--- src/rtl/wm_front_panel.sv ---
// Washing-machine front panel: debounces raw buttons/sensors into clean controller inputs and drives the panel LEDs.
// Latency: raw-to-debounced level is DEBOUNCE_CYCLES cycles (+2 with WM_PANEL_SYNC_EN defined); busy/refund LEDs follow inputs by one cycle.
// Backpressure: none; free-running, every input sampled on every clock. Optional macro WM_PANEL_SYNC_EN adds 2-flop input synchronizers.
module wm_front_panel #(
    parameter int DEBOUNCE_CYCLES = 4,
    parameter int BLINK_DIV       = 8
) (
    input  logic clock,
    input  logic reset,
    input  logic lid_Button,
    input  logic coin_Sensor,
    input  logic cancel_Button,
    input  logic mode_Button,
    input  logic idle,
    input  logic ready,
    input  logic soak_Operation,
    input  logic wash_Operation,
    input  logic rinse_Operation,
    input  logic spin_Operation,
    input  logic coin_Return,
    output logic lid,
    output logic coin,
    output logic cancel,
    output logic mode_1,
    output logic mode_2,
    output logic mode_3,
    output logic ready_Led,
    output logic busy_Led,
    output logic refund_Led
);

    localparam int DW = $clog2(DEBOUNCE_CYCLES + 1);
    localparam int BW = $clog2(BLINK_DIV + 1);

    // Bit positions of the four conditioned inputs in the packed vectors below.
    localparam int IDX_LID    = 0;
    localparam int IDX_COIN   = 1;
    localparam int IDX_CANCEL = 2;
    localparam int IDX_MODE   = 3;

    // The debounce counter flips stable on the sample that would make it reach DEBOUNCE_CYCLES.
    localparam logic [DW-1:0] DEB_LAST   = DW'(DEBOUNCE_CYCLES - 1);
    localparam logic [BW-1:0] BLINK_LAST = BW'(BLINK_DIV - 1);
    localparam logic [BW-1:0] BLINK_LOAD = BW'(BLINK_DIV);

    typedef enum logic [1:0] {
        SEL_NONE = 2'd0,
        SEL_1    = 2'd1,
        SEL_2    = 2'd2,
        SEL_3    = 2'd3
    } sel_e;

    // The controller's idle status is not needed by the panel logic.
    logic unused_idle;
    assign unused_idle = idle;

    logic [3:0] raw_in;
    logic [3:0] deb_in;

    assign raw_in = {mode_Button, cancel_Button, coin_Sensor, lid_Button};

    // ------------------------------------------------------------------
    // Optional input synchronizers
    // ------------------------------------------------------------------
`ifdef WM_PANEL_SYNC_EN
    logic [3:0] sync1_q;
    logic [3:0] sync2_q;

    // Two-flop synchronizer on each raw pin before it reaches the debouncer.
    always_ff @(posedge clock) begin
        if (reset) begin
            sync1_q <= '0;
            sync2_q <= '0;
        end else begin
            sync1_q <= raw_in;
            sync2_q <= sync1_q;
        end
    end

    assign deb_in = sync2_q;
`else
    assign deb_in = raw_in;
`endif

    // ------------------------------------------------------------------
    // Debouncers
    // ------------------------------------------------------------------
    logic [DW-1:0] deb_cnt_q [4];
    logic [DW-1:0] deb_cnt_d [4];
    logic [3:0]    stable_q;
    logic [3:0]    stable_d;
    logic [3:0]    stable_prev_q;
    logic [3:0]    rise;

    // Count consecutive samples disagreeing with the stable value; adopt the raw value once the run is long enough.
    always_comb begin
        stable_d = stable_q;
        for (int i = 0; i < 4; i++) begin
            deb_cnt_d[i] = '0;
            if (deb_in[i] != stable_q[i]) begin
                if (deb_cnt_q[i] >= DEB_LAST) begin
                    stable_d[i]  = deb_in[i];
                    deb_cnt_d[i] = '0;
                end else begin
                    deb_cnt_d[i] = deb_cnt_q[i] + DW'(1);
                end
            end
        end
    end

    // Debounce state registers; stable_prev_q feeds the rising-edge detectors.
    always_ff @(posedge clock) begin
        if (reset) begin
            for (int i = 0; i < 4; i++) begin
                deb_cnt_q[i] <= '0;
            end
            stable_q      <= '0;
            stable_prev_q <= '0;
        end else begin
            for (int i = 0; i < 4; i++) begin
                deb_cnt_q[i] <= deb_cnt_d[i];
            end
            stable_q      <= stable_d;
            stable_prev_q <= stable_q;
        end
    end

    assign rise = stable_q & ~stable_prev_q;

    // ------------------------------------------------------------------
    // Operation activity tracking
    // ------------------------------------------------------------------
    logic op_active_q;
    logic op_active_d;
    logic op_active_prev_q;
    logic op_fall;

    assign op_active_d = soak_Operation | wash_Operation | rinse_Operation | spin_Operation;

    // Register the OR of the phase outputs and keep one cycle of history to see the cycle finish.
    always_ff @(posedge clock) begin
        if (reset) begin
            op_active_q      <= 1'b0;
            op_active_prev_q <= 1'b0;
        end else begin
            op_active_q      <= op_active_d;
            op_active_prev_q <= op_active_q;
        end
    end

    assign op_fall  = op_active_prev_q & ~op_active_q;
    assign busy_Led = op_active_q;

    // ------------------------------------------------------------------
    // Controller-facing conditioned inputs
    // ------------------------------------------------------------------
    logic mode_pulse;
    logic cancel_pulse;

    assign lid          = stable_q[IDX_LID];
    assign cancel_pulse = rise[IDX_CANCEL];
    assign mode_pulse   = rise[IDX_MODE];
    assign cancel       = cancel_pulse;
    // A coin dropped while a cycle is running is not reported to the controller.
    assign coin         = rise[IDX_COIN] & ~op_active_q;

    // ------------------------------------------------------------------
    // Mode selection FSM
    // ------------------------------------------------------------------
    sel_e sel_q;
    sel_e sel_d;

    // Mode selection state register.
    always_ff @(posedge clock) begin
        if (reset) begin
            sel_q <= SEL_NONE;
        end else begin
            sel_q <= sel_d;
        end
    end

    // Next selection (cancel beats cycle-complete beats a mode press) and one-hot mode outputs.
    always_comb begin
        sel_d  = sel_q;
        mode_1 = 1'b0;
        mode_2 = 1'b0;
        mode_3 = 1'b0;

        if (cancel_pulse) begin
            sel_d = SEL_NONE;
        end else if (op_fall) begin
            sel_d = SEL_NONE;
        end else if (mode_pulse && !op_active_q) begin
            case (sel_q)
                SEL_NONE: sel_d = SEL_1;
                SEL_1:    sel_d = SEL_2;
                SEL_2:    sel_d = SEL_3;
                default:  sel_d = SEL_1;
            endcase
        end

        case (sel_q)
            SEL_1:   mode_1 = 1'b1;
            SEL_2:   mode_2 = 1'b1;
            SEL_3:   mode_3 = 1'b1;
            default: ;
        endcase
    end

    // ------------------------------------------------------------------
    // Ready LED with lid-open warning blink
    // ------------------------------------------------------------------
    logic [BW-1:0] blink_cnt_q;
    logic [BW-1:0] blink_cnt_d;
    logic          blink_phase_q;
    logic          blink_phase_d;
    logic          blink_en;

    assign blink_en = ready & stable_q[IDX_LID];

    // Blink timer runs only while ready with the lid open, so each warning starts in its high half.
    always_comb begin
        blink_cnt_d   = '0;
        blink_phase_d = 1'b0;
        if (blink_en) begin
            if (blink_cnt_q >= BLINK_LAST) begin
                blink_cnt_d   = '0;
                blink_phase_d = ~blink_phase_q;
            end else begin
                blink_cnt_d   = blink_cnt_q + BW'(1);
                blink_phase_d = blink_phase_q;
            end
        end
    end

    // Blink timer registers.
    always_ff @(posedge clock) begin
        if (reset) begin
            blink_cnt_q   <= '0;
            blink_phase_q <= 1'b0;
        end else begin
            blink_cnt_q   <= blink_cnt_d;
            blink_phase_q <= blink_phase_d;
        end
    end

    assign ready_Led = ready & (~stable_q[IDX_LID] | ~blink_phase_q);

    // ------------------------------------------------------------------
    // Refund LED pulse stretcher
    // ------------------------------------------------------------------
    logic [BW-1:0] refund_cnt_q;
    logic [BW-1:0] refund_cnt_d;

    // Each refund pulse (re)loads the stretch timer; it counts down to zero and stops there.
    always_comb begin
        refund_cnt_d = refund_cnt_q;
        if (coin_Return) begin
            refund_cnt_d = BLINK_LOAD;
        end else if (refund_cnt_q != '0) begin
            refund_cnt_d = refund_cnt_q - BW'(1);
        end
    end

    // Refund stretch timer register.
    always_ff @(posedge clock) begin
        if (reset) begin
            refund_cnt_q <= '0;
        end else begin
            refund_cnt_q <= refund_cnt_d;
        end
    end

    assign refund_Led = (refund_cnt_q != '0);

endmodule

--- config.mk ---
export PLATFORM = sky130hd
export DESIGN_NAME = wm_front_panel
export DESIGN_NICKNAME = d
export VERILOG_FILES = /design/src/rtl/wm_front_panel.sv
export SDC_FILE = /design/constraint.sdc
export NUM_CORES = 1
export LEC_CHECK = 0
export CAP_MARGIN = 40
export CORE_AREA = 2 2 70 72
export DETAILED_ROUTE_END_ITERATION = 7
export DIE_AREA = 0 0 72 74
export RECOVER_POWER = 25
export SYNTH_ARGS = -nofsm -noshare
export SYNTH_HDL_FRONTEND = slang
export SYNTH_SLANG_ARGS = --single-unit
--- constraint.sdc ---
create_clock -name clock -period 1.55 [get_ports clock]
set_clock_uncertainty 0.1 [all_clocks]
set_input_delay 0.31 -clock clock [delete_from_list [all_inputs] [get_ports clock]]
set_output_delay 0.31 -clock clock [all_outputs]
set_load 0.01 [all_outputs]
==> qor.csv <==
stage,metric,value,unit
floorplan,die_h,74,um
synthesis,ys_seq_elements,32,
clock_network,cts_buffers,5,
pwr,power_density,1010,nW/um^2
clock_network,clk_latency,280,ps
drt,vias,1023,
drt,wl_met1,1080,um
timing,finalHoldViolations,0,
setup_path,critPathSlowestCell,or3b_4,
setup_path,path_delay_family,simple AND/OR/NAND/NOR gates,
timing,min_period,1720,ps
drt,drc,0,
pwr,seqPwrFrac,42.9,%
setup_path,critPathBufInv,2,
min_path,hold_depth,1,
run_status,status,"complete, but fails checks",
run_status,violations,setup timing,
setup_path,crit_cells,4,
clock_network,clkSlewWorstSetupHoldPaths,60,ps
synthesis,yosysTopAreaCellShare,48.3,%
timing,tightestPinTransition,637,ps
floorplan,ioPinCount,22,
setup_path,start_kind,flip-flop,
global_route,grt_pass1_vias,1016,
flow_run,max_cap_viol_count,0,
floorplan,die_w,72,um
layout,syn_to_final_growth,54.7,%
layout,num-nets-final,214,
clock_network,cts_tree,built,
synthesis,yosysWarnings,0,
synthesis,synth_fp_nets,163,
synthesis,ys_types,23,
timing,setup_viol_count_final,24,
timing,finalCritPeriodShare,111,%
timing,finalMaxSlewViolations,0,
pwr,power.switching,491,uW
drt,wl_met3,90,um
drt,wl_per_cell,9.65,um
floorplan,die_area,5330,sq um
placed_design,place_area,1760,sq um
pwr,p_sw_share,23.6,%
layout,fillerInstances,435,
setup_path,cp.required,1140,ps
drt,met2RoutedLength,1130,um
min_path,min_path_type,reg -> reg,
synthesis,synth_top_area_cell,dfxtp_1,
layout,drive_above_1_share,39.0,%
global_route,grt_pass1_wl,4080,um
setup_path,path_cells,inv_2 -> ha_4 -> or3b_4 -> buf_6,
timing,slew_headroom,57.5,%
timing,grt_setup_unrepaired,true,
clock_network,cts-htree-levels,2,
pwr,power_leakage,0.859,nW
floorplan,initial_core_util,28.8,%
drt,first_pass_iters,2,
pwr,p_int,1.59,mW
layout,antenna_cells,0,
drt,drt_iter0_drc,14,
clock_network,cts.sinks,32,
drt,drt-total-wl,2330,um
synthesis,avgSynthCellArea,9.82,sq um
global_route,grt_max_degree,15,
placed_design,gp_congestion,0.728,
layout,final_util,44.6,%
placed_design,hpwlAfterDp,1640,um
clock_network,cts_root_buffer,clkbuf_8,
clock_network,cts_hold_buf,0,
pwr,fin_total_pwr,2.08,mW
global_route,gr-usage-all-layers,10.0,%
pwr,ir_drop,631,uV
setup_path,crit_type,reg -> out,
setup_path,r2r_cells,6,
setup_path,cp_max_fo,2,
synthesis,synth_area_leaders,"dfxtp_1, ha_1, nor2_1, inv_1, a211o_1",
synthesis,postSynthCellCount,135,
setup_path,endpoint_kind,primary output,
drt,ant_nets,0,
global_route,grt_overflow,0,
floorplan,coreArea,4600,sq um
layout,fin_area,2050,sq um
floorplan,fp-row-count,25,
synthesis,yosysSeqAreaShare,48.3,%
clock_network,cts_max_path_buffers,2,
synthesis,netlist_area,1330,sq um
placed_design,io_buffers,20,
drt,via_per_inst,4.24,
pwr,combinationalPowerShare,19.8,%
drt,maxUsedRoutingLayer,met4,
setup_path,crit_path_max_incr_delay,380,ps
setup_path,arrival,1310,ps
timing,fmax,581,MHz
timing,setup_ws,-172,ps
pwr,pwr-share-clk,37.3,%
global_route,antenna_found_initial,0,
per-layer routing:
| metal | vias up | global-route usage (%) |
|---|---|---|
| li1 | 543 | - |
| met1 | 464 | 11.6 |
| met2 | 14 | 16.2 |
| met3 | 2 | 4.47 |
| met4 | 0 | 4.40 |
| met5 | - | 0 |
state kept, by name (all words and copies together) (netlist names):
register          count
refund_cnt_q          4
sel_q                 2
stable_q              4
busy_Led              1
blink_phase_q         1
stable_prev_q         3
blink_cnt_q           4
op_active_prev_q      1
deb_cnt_q            12
metrics by stage:
| step | instances | setup TNS [ps] | hold WS [ps] | worst slack, ps |
|---|---|---|---|---|
| 2_1_floorplan | 135 | -26.5 | 286 | -4.42 |
| 3_3_place_gp | 229 | -1360 | 335 | -357 |
| 3_5_place_dp | 229 | -1620 | 340 | -404 |
| 4_1_cts | 239 | -204 | 358 | -190 |
| 5_1_grt | 241 | -3230 | 389 | -222 |
| 6_report | 241 | -1280 | 356 | -172 |
cells by family (layout without fill, tap and decap cells):
kind of cell	after synthesis	after routing	synth area share [%]
xor gates and xnor gates	7	7	4.62
DFF	32	32	48.3
and+or+nand+nor	49	49	17.5
muxes	4	4	3.02
adders and majority gates	15	15	14.2
AOI/OAI and AO/OA	11	11	7.07
buffers and inverters	17	69	5.38
layout by cell type, fill, tap and decap left out, types with 3 or more instances in the layout:
cell type / n
or3_4: 4
dfxtp_1: 21
dfxtp_2: 11
buf_2: 3
dlygate4sd2_1: 4
nor2b_1: 4
buf_4: 24
a211oi_1: 3
nor2_1: 24
ha_1: 6
ha_4: 9
nor2_2: 3
nor3_1: 5
a211o_1: 5
buf_6: 3
inv_1: 12
xnor2_1: 5
clkdlybuf4s50_1: 10
mux2i_1: 4
clkbuf_8: 5
power by group through the flow:
stage          Combinational [mW]  Sequential [mW]  Clock (mW)
6_report                    0.411            0.891       0.775
5_1_grt                     0.455            0.894       0.844
4_1_cts                     0.384            0.886       0.806
3_5_place_dp                0.322            0.897           0
3_3_place_gp                0.318            0.896           0
2_1_floorplan               0.171            0.902           0
worst register-to-register path, cell delays in order (launching register included):
cell       delay [ps]
dfxtp_2           320
inv_2              70
ha_4              130
or3b_4            380
buf_4             140
buf_6             120
a2111oi_4         270
path summary, 6_finish.rpt:
check,endpoint,slack (ps),from
worst min register to register,blink_cnt_q[0]$_SDFF_PP0_,360,blink_cnt_q[0]$_SDFF_PP0_
worst max-delay path,refund_Led,-170,refund_cnt_q[0]$_SDFFE_PP0P_
worst min-delay path,blink_cnt_q[0]$_SDFF_PP0_,360,blink_cnt_q[0]$_SDFF_PP0_
worst max register to register,refund_cnt_q[1]$_SDFFE_PP0P_,-90,refund_cnt_q[0]$_SDFFE_PP0P_
timing repair:
item | 4_1_cts | 5_1_grt
setup buffers | 2 | 3
endpoints found under the hold margin | 0 | 0
cloned | 0 | 0
pin swaps | 11 | 6
endpoints found under the setup margin | 22 | 19
resized for setup | 53 | 19
cell usage after synthesis:
cell / count
dfxtp_1: 32
xnor2_1: 5
nor2_1: 28
nor2b_1: 4
ha_1: 15
or3_1: 4
buf_1: 1
a211oi_1: 3
xor2_1: 2
inv_1: 14
nor3_1: 5
a211o_1: 5
a21oi_1: 1
mux2i_1: 4
nand3_1: 1
a21boi_0: 1
buf_6: 1
a2111oi_2: 1
nor3b_1: 2
nor4_1: 1
nand2_1: 2
clkbuf_1: 1
or3b_1: 2
area by class of cell:
cell class                 instances  area (sq um)  area share [%]
timing repair buffer              47           383            18.7
clock inverter                     3          42.5            2.07
inverter                          14          52.6            2.56
multi-input combinational         86           783            38.2
tap                               54          67.6            3.29
sequential                        32           654            31.9
clock buffer                       5          68.8            3.35
Power figures use the tool's default switching activity.
